===== config.mk =====
export PLATFORM = sky130hd
export DESIGN_NAME = zsdram_rr_arbiter
export DESIGN_NICKNAME = d
export VERILOG_FILES = /design/src/rtl/zsdram_rr_arbiter.sv
export SDC_FILE = /design/constraint.sdc
export NUM_CORES = 1
export LEC_CHECK = 0
export BUFFER_PORTS_ARGS = -buffer_cell sky130_fd_sc_hd__buf_4
export CAP_MARGIN = 10
export CELL_PAD_IN_SITES_DETAIL_PLACEMENT = 0
export CELL_PAD_IN_SITES_GLOBAL_PLACEMENT = 1
export CORE_AREA = 2 2 230 232
export CTS_CLUSTER_SIZE = 25
export DETAILED_ROUTE_END_ITERATION = 7
export DIE_AREA = 0 0 232 234
export GPL_TIMING_DRIVEN = 0
export PLACE_DENSITY_LB_ADDON = 0.1
export SKIP_LAST_GASP = 1
export SLEW_MARGIN = 5
export SYNTH_ARGS = -nofsm -noshare
export SYNTH_HDL_FRONTEND = slang
export SYNTH_SLANG_ARGS = --single-unit
export TNS_END_PERCENT = 1

===== constraint.sdc =====
create_clock -name clk -period 3.2 [get_ports clk]
set_input_delay 0.16 -clock clk [delete_from_list [all_inputs] [get_ports clk]]
set_output_delay 0.16 -clock clk [all_outputs]
set_load 0.005 [all_outputs]

===== src/rtl/zsdram_rr_arbiter.sv =====
`default_nettype none
// ============================================================================
// Module      : zsdram_rr_arbiter
// Description : N-channel SDRAM access arbiter. Picks one client burst
//               request at a time (round-robin, optionally reads first),
//               drives it to the single-transaction SDRAM base controller
//               and returns a one-cycle per-channel done pulse plus the
//               read burst.
//
// Ports
//   clk, rst_n   : system clock, synchronous active-low reset
//   en           : grant enable (an in-flight transaction always completes)
//   iCh_Req/We   : per-channel request level and direction (1 = write)
//   iCh_Addr     : per-channel address, channel c at [c*ADDR_W +: ADDR_W]
//   iCh_Wdata    : per-channel write burst, channel c at [c*BURST*DATA_W +: ...]
//   oCh_Done     : one-hot, one-cycle completion pulse
//   oRd_Data     : read burst, valid while oCh_Done is high
//   oGrant_Id    : channel currently or last served
//   oBusy        : high from grant until the done pulse completes
//   oBe_*        : back-end request ([1] write, [0] read), address, write burst
//   iBe_Done     : back-end completion ([1] write done, [0] read done)
//   iBe_Rdata    : back-end read burst
//
// Revision    : 1.0 - initial release
// ============================================================================
module zsdram_rr_arbiter #(
    parameter int NCH     = 4,
    parameter int ADDR_W  = 24,
    parameter int DATA_W  = 16,
    parameter int BURST   = 4,
    parameter int RD_PRIO = 0
) (
    input  logic                          clk,
    input  logic                          rst_n,
    input  logic                          en,
    input  logic [NCH-1:0]                iCh_Req,
    input  logic [NCH-1:0]                iCh_We,
    input  logic [NCH*ADDR_W-1:0]         iCh_Addr,
    input  logic [NCH*BURST*DATA_W-1:0]   iCh_Wdata,
    output logic [NCH-1:0]                oCh_Done,
    output logic [BURST*DATA_W-1:0]       oRd_Data,
    output logic [2:0]                    oGrant_Id,
    output logic                          oBusy,
    output logic [1:0]                    oBe_Req,
    output logic [ADDR_W-1:0]             oBe_Addr,
    output logic [BURST*DATA_W-1:0]       oBe_Wdata,
    input  logic [1:0]                    iBe_Done,
    input  logic [BURST*DATA_W-1:0]       iBe_Rdata
);

    localparam int PTR_W = (NCH > 1) ? $clog2(NCH) : 1;
    localparam int BW    = BURST * DATA_W;

    localparam logic [PTR_W:0]   c_NCH  = (PTR_W+1)'(NCH);
    localparam logic [PTR_W-1:0] c_LAST = PTR_W'(NCH - 1);

    typedef enum logic [1:0] {
        S_IDLE  = 2'd0,
        S_ISSUE = 2'd1,
        S_DONE  = 2'd2
    } state_t;

    // Registered state
    state_t             r_state;
    logic [PTR_W-1:0]   r_ptr;
    logic [PTR_W-1:0]   r_g;
    logic               r_we;
    logic [1:0]         r_be_req;
    logic [ADDR_W-1:0]  r_be_addr;
    logic [BW-1:0]      r_be_wdata;
    logic [NCH-1:0]     r_ch_done;
    logic [BW-1:0]      r_rd_data;
    logic               r_busy;

    // Next-state values
    state_t             w_state_nxt;
    logic [PTR_W-1:0]   w_ptr_nxt;
    logic [PTR_W-1:0]   w_g_nxt;
    logic               w_we_nxt;
    logic [1:0]         w_be_req_nxt;
    logic [ADDR_W-1:0]  w_be_addr_nxt;
    logic [BW-1:0]      w_be_wdata_nxt;
    logic [NCH-1:0]     w_ch_done_nxt;
    logic [BW-1:0]      w_rd_data_nxt;
    logic               w_busy_nxt;

    // Arbitration
    logic [NCH-1:0]     w_rd_req;
    logic [NCH-1:0]     w_elig;
    logic               w_found;
    logic [PTR_W-1:0]   w_win;
    logic               w_be_match;

    assign w_rd_req = iCh_Req & ~iCh_We;
    // In read-priority mode writes are only visible when no read is pending.
    assign w_elig   = ((RD_PRIO != 0) && (|w_rd_req)) ? w_rd_req : iCh_Req;

    // Scan from ptr upwards with wrap. The loop runs from the farthest
    // candidate to the nearest so the nearest eligible channel wins.
    always_comb begin : p_pick
        logic [PTR_W:0] w_sum;
        w_found = 1'b0;
        w_win   = '0;
        w_sum   = '0;
        for (int k = NCH - 1; k >= 0; k--) begin
            w_sum = {1'b0, r_ptr} + (PTR_W+1)'(k);
            if (w_sum >= c_NCH) begin
                w_sum = w_sum - c_NCH;
            end
            if (w_elig[w_sum[PTR_W-1:0]]) begin
                w_found = 1'b1;
                w_win   = w_sum[PTR_W-1:0];
            end
        end
    end

    // Only the done bit matching the latched direction completes a transfer.
    assign w_be_match = r_we ? iBe_Done[1] : iBe_Done[0];

    always_comb begin : p_next
        w_state_nxt    = r_state;
        w_ptr_nxt      = r_ptr;
        w_g_nxt        = r_g;
        w_we_nxt       = r_we;
        w_be_req_nxt   = r_be_req;
        w_be_addr_nxt  = r_be_addr;
        w_be_wdata_nxt = r_be_wdata;
        w_ch_done_nxt  = r_ch_done;
        w_rd_data_nxt  = r_rd_data;
        w_busy_nxt     = r_busy;

        case (r_state)
            S_IDLE: begin
                if (en && w_found) begin
                    w_g_nxt        = w_win;
                    w_we_nxt       = iCh_We[w_win];
                    w_be_addr_nxt  = iCh_Addr[int'(w_win)*ADDR_W +: ADDR_W];
                    w_be_wdata_nxt = iCh_Wdata[int'(w_win)*BW +: BW];
                    w_busy_nxt     = 1'b1;
                    w_state_nxt    = S_ISSUE;
                end
            end
            S_ISSUE: begin
                if (w_be_match) begin
                    w_be_req_nxt       = 2'b00;
                    w_ch_done_nxt      = '0;
                    w_ch_done_nxt[r_g] = 1'b1;
                    if (!r_we) begin
                        w_rd_data_nxt = iBe_Rdata;
                    end
                    w_state_nxt = S_DONE;
                end else begin
                    w_be_req_nxt = r_we ? 2'b10 : 2'b01;
                end
            end
            S_DONE: begin
                w_ch_done_nxt = '0;
                w_busy_nxt    = 1'b0;
                w_ptr_nxt     = (r_g == c_LAST) ? '0 : r_g + 1'b1;
                w_state_nxt   = S_IDLE;
            end
            default: begin
                w_state_nxt = S_IDLE;
            end
        endcase
    end

    always_ff @(posedge clk) begin
        if (!rst_n) begin
            r_state    <= S_IDLE;
            r_ptr      <= '0;
            r_g        <= '0;
            r_we       <= 1'b0;
            r_be_req   <= 2'b00;
            r_be_addr  <= '0;
            r_be_wdata <= '0;
            r_ch_done  <= '0;
            r_rd_data  <= '0;
            r_busy     <= 1'b0;
        end else begin
            r_state    <= w_state_nxt;
            r_ptr      <= w_ptr_nxt;
            r_g        <= w_g_nxt;
            r_we       <= w_we_nxt;
            r_be_req   <= w_be_req_nxt;
            r_be_addr  <= w_be_addr_nxt;
            r_be_wdata <= w_be_wdata_nxt;
            r_ch_done  <= w_ch_done_nxt;
            r_rd_data  <= w_rd_data_nxt;
            r_busy     <= w_busy_nxt;
        end
    end

    assign oCh_Done  = r_ch_done;
    assign oRd_Data  = r_rd_data;
    assign oGrant_Id = 3'(r_g);
    assign oBusy     = r_busy;
    assign oBe_Req   = r_be_req;
    assign oBe_Addr  = r_be_addr;
    assign oBe_Wdata = r_be_wdata;

endmodule
`default_nettype wire


# --- Word-level counts from Yosys, hierarchy flattened ---
# Cells that the tools add are included.
totals:
  mem_bits_ro: 0
  wordCells: 83
  mem_count: 0
  ram_bits: 0
  latch_bits: 0
  output_inout_bits: 162
  input_bits: 429
  register_bits: 166
op_classes:
  n_mux: 35
  n_reduce_logical: 10
  div: 0
  addsub: 8
  bitwise_logic: 1
  magnitude_cmp: 11
  shift: 2
  mul: 1
  n_eq_ne: 5
ops:
  columns: ["operator", "n"]
  rows:
  - ["$shiftx 256x9->64", 1]
  - ["$shiftx 96x8->24", 1]
  - ["$mux 2", 13]
  - ["$lt 2x3->1 const B", 6]
  - ["$mux 1", 12]
  - ["$bmux 1 s2", 5]
  - ["$ge 3x3->1 const B", 3]
  - ["$pmux 4 s2", 1]
  - ["$reduce_and 2->1", 4]
  - ["$sub 2x1->2 const B", 4]
  - ["$add 2x2->3 const B", 2]
  - ["$eq 2x2->1 const B", 2]
  - ["$mul 2x2->4 const B", 1]
  - ["$mux 4", 1]
  - ["$ne 2x2->1 const B", 2]
  - ["$pmux 2 s2", 1]
  - ["$reduce_bool 2->1", 2]
  - ["$add 2x1->3 const B", 1]
  - ["$ge 2x3->1 const B", 1]
  - ["$reduce_and 3->1", 1]
  - ["$add 2x1->2 const B", 1]
  - ["$demux 1 s2", 1]
  - ["$eq 2x1->1 const B", 1]
  - ["$ge 2x1->1 const B", 1]
  - ["4 further kinds", 5]

# --- Depth between registers and ports, before layout ---
# Gate-level depths: netlist of the first run.
depth:
  word_depth: 12
  ltp_mapped: 9
  ltp_nobuf: 6

# --- Worst setup path after synthesis of the first run ---
# No wires, ideal clock.
synth_path:
  path_kind: "register to register"
  start: "register r_ptr[1]"
  end: "register r_be_wdata[10], in the netlist oBe_Wdata[10]"
  setup_slack_ns: 1.565
  required_time_ns: 3.072
  setup_time_ns: 0.128
  synth_period_minus_slack_ns: 1.635
  path_buffers: 3
  arrival_ns: 1.507
  stages_incl_launch_ff: 9
  cell_sequence: "dfxtp_1 > a21oi_1 > o21ai_1 > a21oi_1 > buf_2 > buf_6 > buf_4 > mux2i_1 > o221ai_2"
synth_via:
  elab_chain_cells: 11
  word_cells_on_any_way: 34
  cone_classes: "add/sub: 7; order compare: 4; shift: 1; mux: 20; reduce/logical: 2"
synth_rtl:
  columns: ["item", "line_no", "source"]
  rows:
  - ["start: declaration", "65", "logic [PTR_W-1:0] r_ptr;"]
  - ["start signal: assignment", "182", "r_ptr <= w_ptr_nxt;"]
  - ["parallel branches: the longest is 11 deep, another holds $add 2x2->3", null, null]
  - ["end signal: assignment", "187", "r_be_wdata <= w_be_wdata_nxt;"]
  - ["end: declaration", "70", "logic [BW-1:0] r_be_wdata;"]
# Several ways; the timed one is not identified. The select of a mux whose other input is x is not followed.
# A chain may end at the register's enable or synchronous reset.

# --- Final worst setup path of the first run ---
layout_path:
  start: "register r_ptr[1]"
  end: "register r_be_wdata[25], in the netlist oBe_Wdata[25]"
# The elaborated chain is that of the path after synthesis.

==> results of run 1 <==
-- timing repair --
action	4_1_cts	5_1_grt
hold endpoints to repair	148	0
setup endpoints to repair	0	22
gates resized for setup	0	8
hold buffers	337	0
-- layout make-up --
class | count | area, sq um | area share
flip-flops and latches | 166 | 3323 | 0.1883
well taps | 688 | 860.8 | 0.04877
clock inverters | 11 | 200.2 | 0.01134
multi-input cells | 616 | 4479 | 0.2538
clock buffers | 19 | 442.9 | 0.02509
repair buffers | 925 | 7787 | 0.4412
diodes | 3 | 7.507 | 0.0004253
inverters | 6 | 22.52 | 0.001276
plain buffers | 75 | 526.8 | 0.02984
-- Yosys cell counts (5+ instances only) --
master	number
clkbuf_1	14
o21ai_0	5
buf_2	31
mux2i_1	180
nand2_1	220
o221ai_2	21
inv_1	5
buf_6	7
a21oi_1	6
buf_4	17
a21boi_1	32
dfxtp_1	166
o221ai_1	68
nand2_2	10
nor2b_1	8
a21boi_0	35
-- logic make-up (layout without fill, tap and decap cells) --
family	count (synthesis)	count (layout)
buf+inv	81	1036
mux	181	181
compound gates	175	175
fa+ha+maj	4	4
flops	166	166
simple gates	255	255
other cells	1	4
-- worst min-delay path by stage --
stage	start	end	slack, ns	depth (start not counted)
floorplan	iBe_Rdata[11]	oRd_Data[11]	0.29	2
detailed placement	iBe_Rdata[50]	oRd_Data[50]	0.42	3
global placement	iBe_Rdata[19]	oRd_Data[19]	0.41	3
finish	iCh_Wdata[119]	oBe_Wdata[55]	0.04	3
CTS	iCh_Addr[21]	oBe_Addr[21]	0.002	3
global route	iCh_Wdata[26]	oBe_Wdata[26]	0.03	3
-- metal layers --
metal	global-route usage	wire, microns	vias to the layer above	share of wire
met1	0.1985	19660	4748	0.41
li1	-	-	4998	-
met4	0.07131	1425	6	0.029
met3	0.05679	3387	53	0.070
met2	0.2979	23820	330	0.49
met5	0	33	-	0.00068
-- state kept, by name (all words and copies together) (netlist names) --
| register | cells |
|---|---|
| oRd_Data | 64 |
| r_we | 1 |
| r_state | 2 |
| r_g | 2 |
| oBe_Addr | 24 |
| oBe_Req | 2 |
| oBe_Wdata | 64 |
| r_ptr | 2 |
| oBusy | 1 |
| oCh_Done | 4 |
-- stage by stage --
step | instances | util | power, mW
after CTS | 2506 | 0.3388 | 6.734
after floorplan | 863 | - | 2.903
after global placement | 2139 | 0.2616 | 3.824
after global routing | 2509 | 0.3393 | 6.922
after detailed placement | 2139 | 0.2616 | 3.828
final | 2509 | 0.3393 | 6.587
-- critical path, cell delays in order (launching register included) --
cell and delay [ns]:
dfxtp_1 0.38, a21oi_1 0.17, o21ai_1 0.08, a21oi_1 0.20, buf_6 0.21, buf_6 0.20
buf_6 0.20, mux2i_1 0.18, dlygate4sd3_1 0.57, o221ai_1 0.11, dlygate4sd3_1 0.56
-- power breakdown --
| part | total, mW | switching (mW) | internal [mW] |
|---|---|---|---|
| Clock | 2.40 | 0.999 | 1.40 |
| Sequential | 2.30 | 0.0849 | 2.22 |
| Combinational | 1.88 | 0.728 | 1.15 |
==> metrics.txt, run 1 <==
Placer Congestion=0.8065; Setup violations, final=0; RSZ-0062 raised after global routing=no; Fillers=5511; Avg WL per Cell=19.26 microns; setup TNS after final layout=0 ns; Avg Cell Area, Syn=9.656 sq um; Post-Place Cell Area=0.01361 sq mm; Die Y=234 microns; Layout Skew=0.005259 ns; CTS tree=built; initial antenna violation count=6; post-synthesis xor/xnor area fraction=0; Post-synth EDFFs=0; DRC=0; Post-DP HPWL=37.70 mm; top-area cell type share of the netlist area=0.3988; Worst Hold Class=in -> reg; Post-Synth Adder-Cell Area=0.006006; largest area contributor in the synthesized netlist=dfxtp_1; first-pass GRT wire length=68.23 mm; largest cells by area after synthesis=dfxtp_1 40%, mux2i_1 22%, nand2_1 9.9%; PnR worst setup slack=0.2134 ns; r2r setup slk=0.21 ns; mux share of post-synthesis cell area=0.2176; TritonRoute pass-1 iters=4; Design Area, Final=0.01765 sq mm; CP Capture Type=flop; Reg-to-Reg Start=r_ptr[1]; reg2reg path depth=10; Root Buffer=clkbuf_16; startpoint types=flop; asr flop ratio synth=0; Avg Vias per Cell=4.039; hold slack=0.03956 ns; cell area after synthesis=0.008333 sq mm; FP Rows=84; I/O pin count=591; period utilisation layout=0.9333; maximum capacitance violations=0; run status=finished clean; Min Clock Period, post-route=2.987 ns; Mapped Nets=1296; worst slack, placed=0.6594 ns; Inserted Clock Buffers=17; CP max FO=10; crit path capture=oBe_Wdata[25]; Power per Cell Area=373.2 mW/mm^2; CTS H-tree depth=4; Port Buf Inserts=588; chip width=232 microns; Max Fclk=334.8 MHz; Setup Buffers After CTS=0; Layout area overhead=111.8%; Vias=10140; largest net degree at the start of global routing=17; Pleak=7.667 nW; Compound-Gate Fraction of Synth Area=0.1856; Seq/Total Area, Yosys=0.3988; Worst EP arrival=3.35 ns; r2r endpoint=oBe_Wdata[25]; maximum VDD drop=339.5 uV; Clock transition at path regs=0.07 ns; core area=0.05202 sq mm; Synthesis Warnings=0; GRT overflow=0; Max Buffers Root-to-Sink=2; Fin. Hold Viols=0; Worst Tran Pin Value=0.6857 ns; Final Max Slew Viols=0; antenna viol nets, final=0; WS Path Type=reg -> reg; global-route usage over all layers=0.1737; main combinational cell family by area after synthesis=multiplexers; Layout Nets=2240; share of layout cells above drive strength 1=0.3927; routed wire length=48.33 mm; most common cell after layout, fill and taps aside=buf_4; Synth Area in Simple Gates=0.1279; DR iter-0 viols=350; commonest cells after routing, fill and taps aside=605 x buf_4, 337 x dlygate4sd3_1, 220 x nand2_1, 180 x mux2i_1, 166 x dfxtp_1; post-synth cell types=39; clock latency on the worst-skew pair=0.48 ns; most common flop cell mapped by yosys=dfxtp_1; vias in the first global route=10440; initial core utilization=0.1602; total clock sinks=166; die area=0.05429 sq mm; CP startpoint=r_ptr[1]; worst rel slew slack=0.5428; flops & latches, synth=166; Worst EP required=3.57 ns; cells after synthesis=863
Note: power is estimated with default switching activity, not from simulation.
==> run 2: changes to the inputs <==
ABC_AREA = 1   (was unset)
CORE_AREA = 2 2 232 234   (was 2 2 230 232)
DIE_AREA = 0 0 234 236   (was 0 0 232 234)
==> run 2 against run 1 <==
Compared with the run above:
- die area increased by 1.7%
- worst hold slack improved by 0.0051 ns
- global-route usage increased by 3.1 points
- highest routed layer unchanged
- register-to-register slack improved by 0.12 ns
- critical path depth increased by 4
- worst setup slack improved by 0.12 ns
- sequential cell count unchanged
- cell count increased by 24%
==> metrics.txt, run 2 <==
Fillers=6089 (+10%); Reg-to-Reg Start=r_ptr[0]; Power per Cell Area=432.6 mW/mm^2 (+16%); CTS tree=built; Post-synth EDFFs=0 (unchanged); Avg Cell Area, Syn=5.940 sq um (-38%); post-synth cell types=25 (-36%); Vias=12890 (+27%); maximum capacitance violations=0 (unchanged); initial core utilization=0.1839 (+0.02372); Pleak=9.140 nW (+19%); Resized Gates After CTS=0 (unchanged); Layout area overhead=75.63%; startpoint types=flop; CTS H-tree depth=4 (unchanged); most common library cells after synthesis=463 x nand2_1, 248 x nor2_1, 215 x inv_1, 214 x nand3_1, 166 x dfxtp_1; most common flop cell mapped by yosys=dfxtp_1; RSZ-0062 raised after global routing=no; # hold bufs at CTS=152 (-55%); Mapped Nets=2076 (+60%); flops & latches, synth=166 (unchanged); Layout Nets=2836 (+27%); run status=finished clean; Max Fclk=349.0 MHz (+4.2%); Worst Hold Class=in -> reg; asr flop ratio synth=0 (unchanged); period utilisation layout=0.8953 (-0.03802); vias in the first global route=12970 (+24%); setup TNS after final layout=0 ns (unchanged); cells after synthesis=1643 (+90%); Setup violations, final=0 (unchanged); largest cells by area after synthesis=dfxtp_1 34%, nand2_1 18%, nand3_1 11%; share of layout cells above drive strength 1=0.2897 (-0.1030); clock latency on the worst-skew pair=0.50 ns (+0.02 ns); Max Buffers Root-to-Sink=2 (unchanged); CP Capture Type=flop; top-area cell type share of the netlist area=0.3405 (-0.05829); cell area after synthesis=0.009759 sq mm (+17%); largest area contributor in the synthesized netlist=dfxtp_1; Port Buf Inserts=589 (+0.17%); Worst Tran Pin Value=0.8180 ns (+0.1323 ns); Worst path max stage delay=0.55 ns (-0.02 ns); Placer Congestion=0.8904 (+10%); crit-path leading delay family=buffers and inverters; Avg WL per Cell=18.45 microns (-4.2%); antenna viol nets, final=0 (unchanged); Post-DP HPWL=46.46 mm (+23%); first-pass GRT wire length=82.28 mm (+21%); CP startpoint=r_ptr[0]; largest net degree at the start of global routing=17 (unchanged); Synthesis Warnings=0 (unchanged); GRT overflow=0 (unchanged); Fin. Hold Viols=0 (unchanged); most common cell after layout, fill and taps aside=buf_4; Avg Vias per Cell=4.140 (+2.5%); Final Max Slew Viols=0 (unchanged); Die Y=236 microns (+0.85%); Min Clock Period, post-route=2.865 ns (-0.1217 ns); core area=0.05307 sq mm (+2.0%); maximum VDD drop=431.6 uV (+27%); chip width=234 microns (+0.86%); Layout Skew=0.01317 ns (+0.007906 ns); Setup Buffers After CTS=0 (unchanged); worst rel slew slack=0.4546 (-0.08820); WS Path Type=reg -> reg; routed wire length=57.45 mm (+19%); die area=0.05522 sq mm (+1.7%); TritonRoute pass-1 iters=5 (+1); commonest cells after routing, fill and taps aside=610 x buf_4, 463 x nand2_1, 248 x nor2_1, 215 x inv_1, 214 x nand3_1; Root Buffer=clkbuf_16; initial antenna violation count=6 (unchanged); I/O pin count=591 (unchanged); DRC=0 (unchanged); FP Rows=85 (+1.2%); hold_sp=iCh_Wdata[255]; Seq/Total Area, Yosys=0.3405 (-0.05829); total clock sinks=166 (unchanged); Clock transition at path regs=0.07 ns (about the same); Worst EP arrival=3.24 ns (-0.11 ns); DR iter-0 viols=511 (+46%); Worst EP required=3.58 ns (about the same); Inserted Clock Buffers=17 (unchanged); Util after Layout=0.3230 (-0.01630); global-route usage over all layers=0.2042 (+0.03053); CP max FO=10 (unchanged); Crit-path slowest cell=dlygate4sd3_1; sequence of cells on the critical path=buf_6 > inv_4 > nand2_1 > nand3_1 > nand2_1 > inv_2 > nand3_2 > nand2_2 > buf_6 > clkbuf_2 > o21ai_0 > a21oi_1 > nor2_1 > dlygate4sd3_1; worst path buffer plus inverter count=6 (+1); most frequent cell after synthesis=nand2_1
run 2: power by group:
group | switching [mW] | internal (mW)
clock | 1.06 | 1.06
combinational | 1.48 | 1.35
sequential | 0.143 | 2.32
total | 2.68 | 4.73
run 2: per-layer routing:
metal  share of wire  up-vias  GRT usage
met1            0.40     5802     0.2314
li1                -     6593          -
met3           0.086       74    0.07386
met4           0.027       10    0.06885
met2            0.48      408     0.3514
met5          0.0012        -          0
run 2: logic make-up after synthesis:
kind of cell | synth area share
AO/OA/AOI/OAI | 0.08295
other | 0.0003842
buffers and inverters | 0.1447
flip-flops | 0.3405
adder cells (fa/ha/maj) | 0.005128
AND/OR/NAND/NOR | 0.4263
run 2: final cells by class:
class / count / area, sq um / area share
Timing Repair Buffer: 741 / 5943 / 0.3467
Multi-Input combinational cell: 1144 / 5024 / 0.2931
Sequential cell: 166 / 3323 / 0.1939
Antenna cell: 1 / 2.502 / 0.0001460
Buffer: 110 / 570.5 / 0.03329
Clock inverter: 13 / 111.4 / 0.006497
Tap cell: 696 / 870.8 / 0.05081
Clock buffer: 19 / 452.9 / 0.02643
Inverter: 223 / 842.1 / 0.04913
run 2: final timing paths:
path              endpoint  slack [ns]  cells after the start
max           oBe_Addr[10]        0.34                     14
min          oBe_Wdata[63]        0.04                      7
max reg2reg   oBe_Addr[10]        0.34                     14
min reg2reg          oBusy        0.45                      2
run 2: metrics by stage:
step	worst slack (ns)	std cells	hold slack [ns]	power, mW	instance area [sq um]
after global routing	0.01576	3113	0.03918	7.947	17140
final	0.3350	3113	0.04468	7.415	17140
after floorplan	1.489	1643	0.2743	3.737	9759
after detailed placement	0.6991	2928	0.3845	5.149	15050
after global placement	0.6799	2928	0.3787	5.145	15050
after CTS	0.2796	3112	0.0001715	7.576	17140
run 2: worst register-to-register path: stages (launching register included):
cell and delay (ns):
dfxtp_1 0.31, buf_6 0.13, inv_4 0.08, nand2_1 0.07, nand3_1 0.13, nand2_1 0.11
inv_2 0.07, nand3_2 0.25, nand2_2 0.20, buf_6 0.21, clkbuf_2 0.25, o21ai_0 0.11
a21oi_1 0.21, nor2_1 0.06, dlygate4sd3_1 0.55
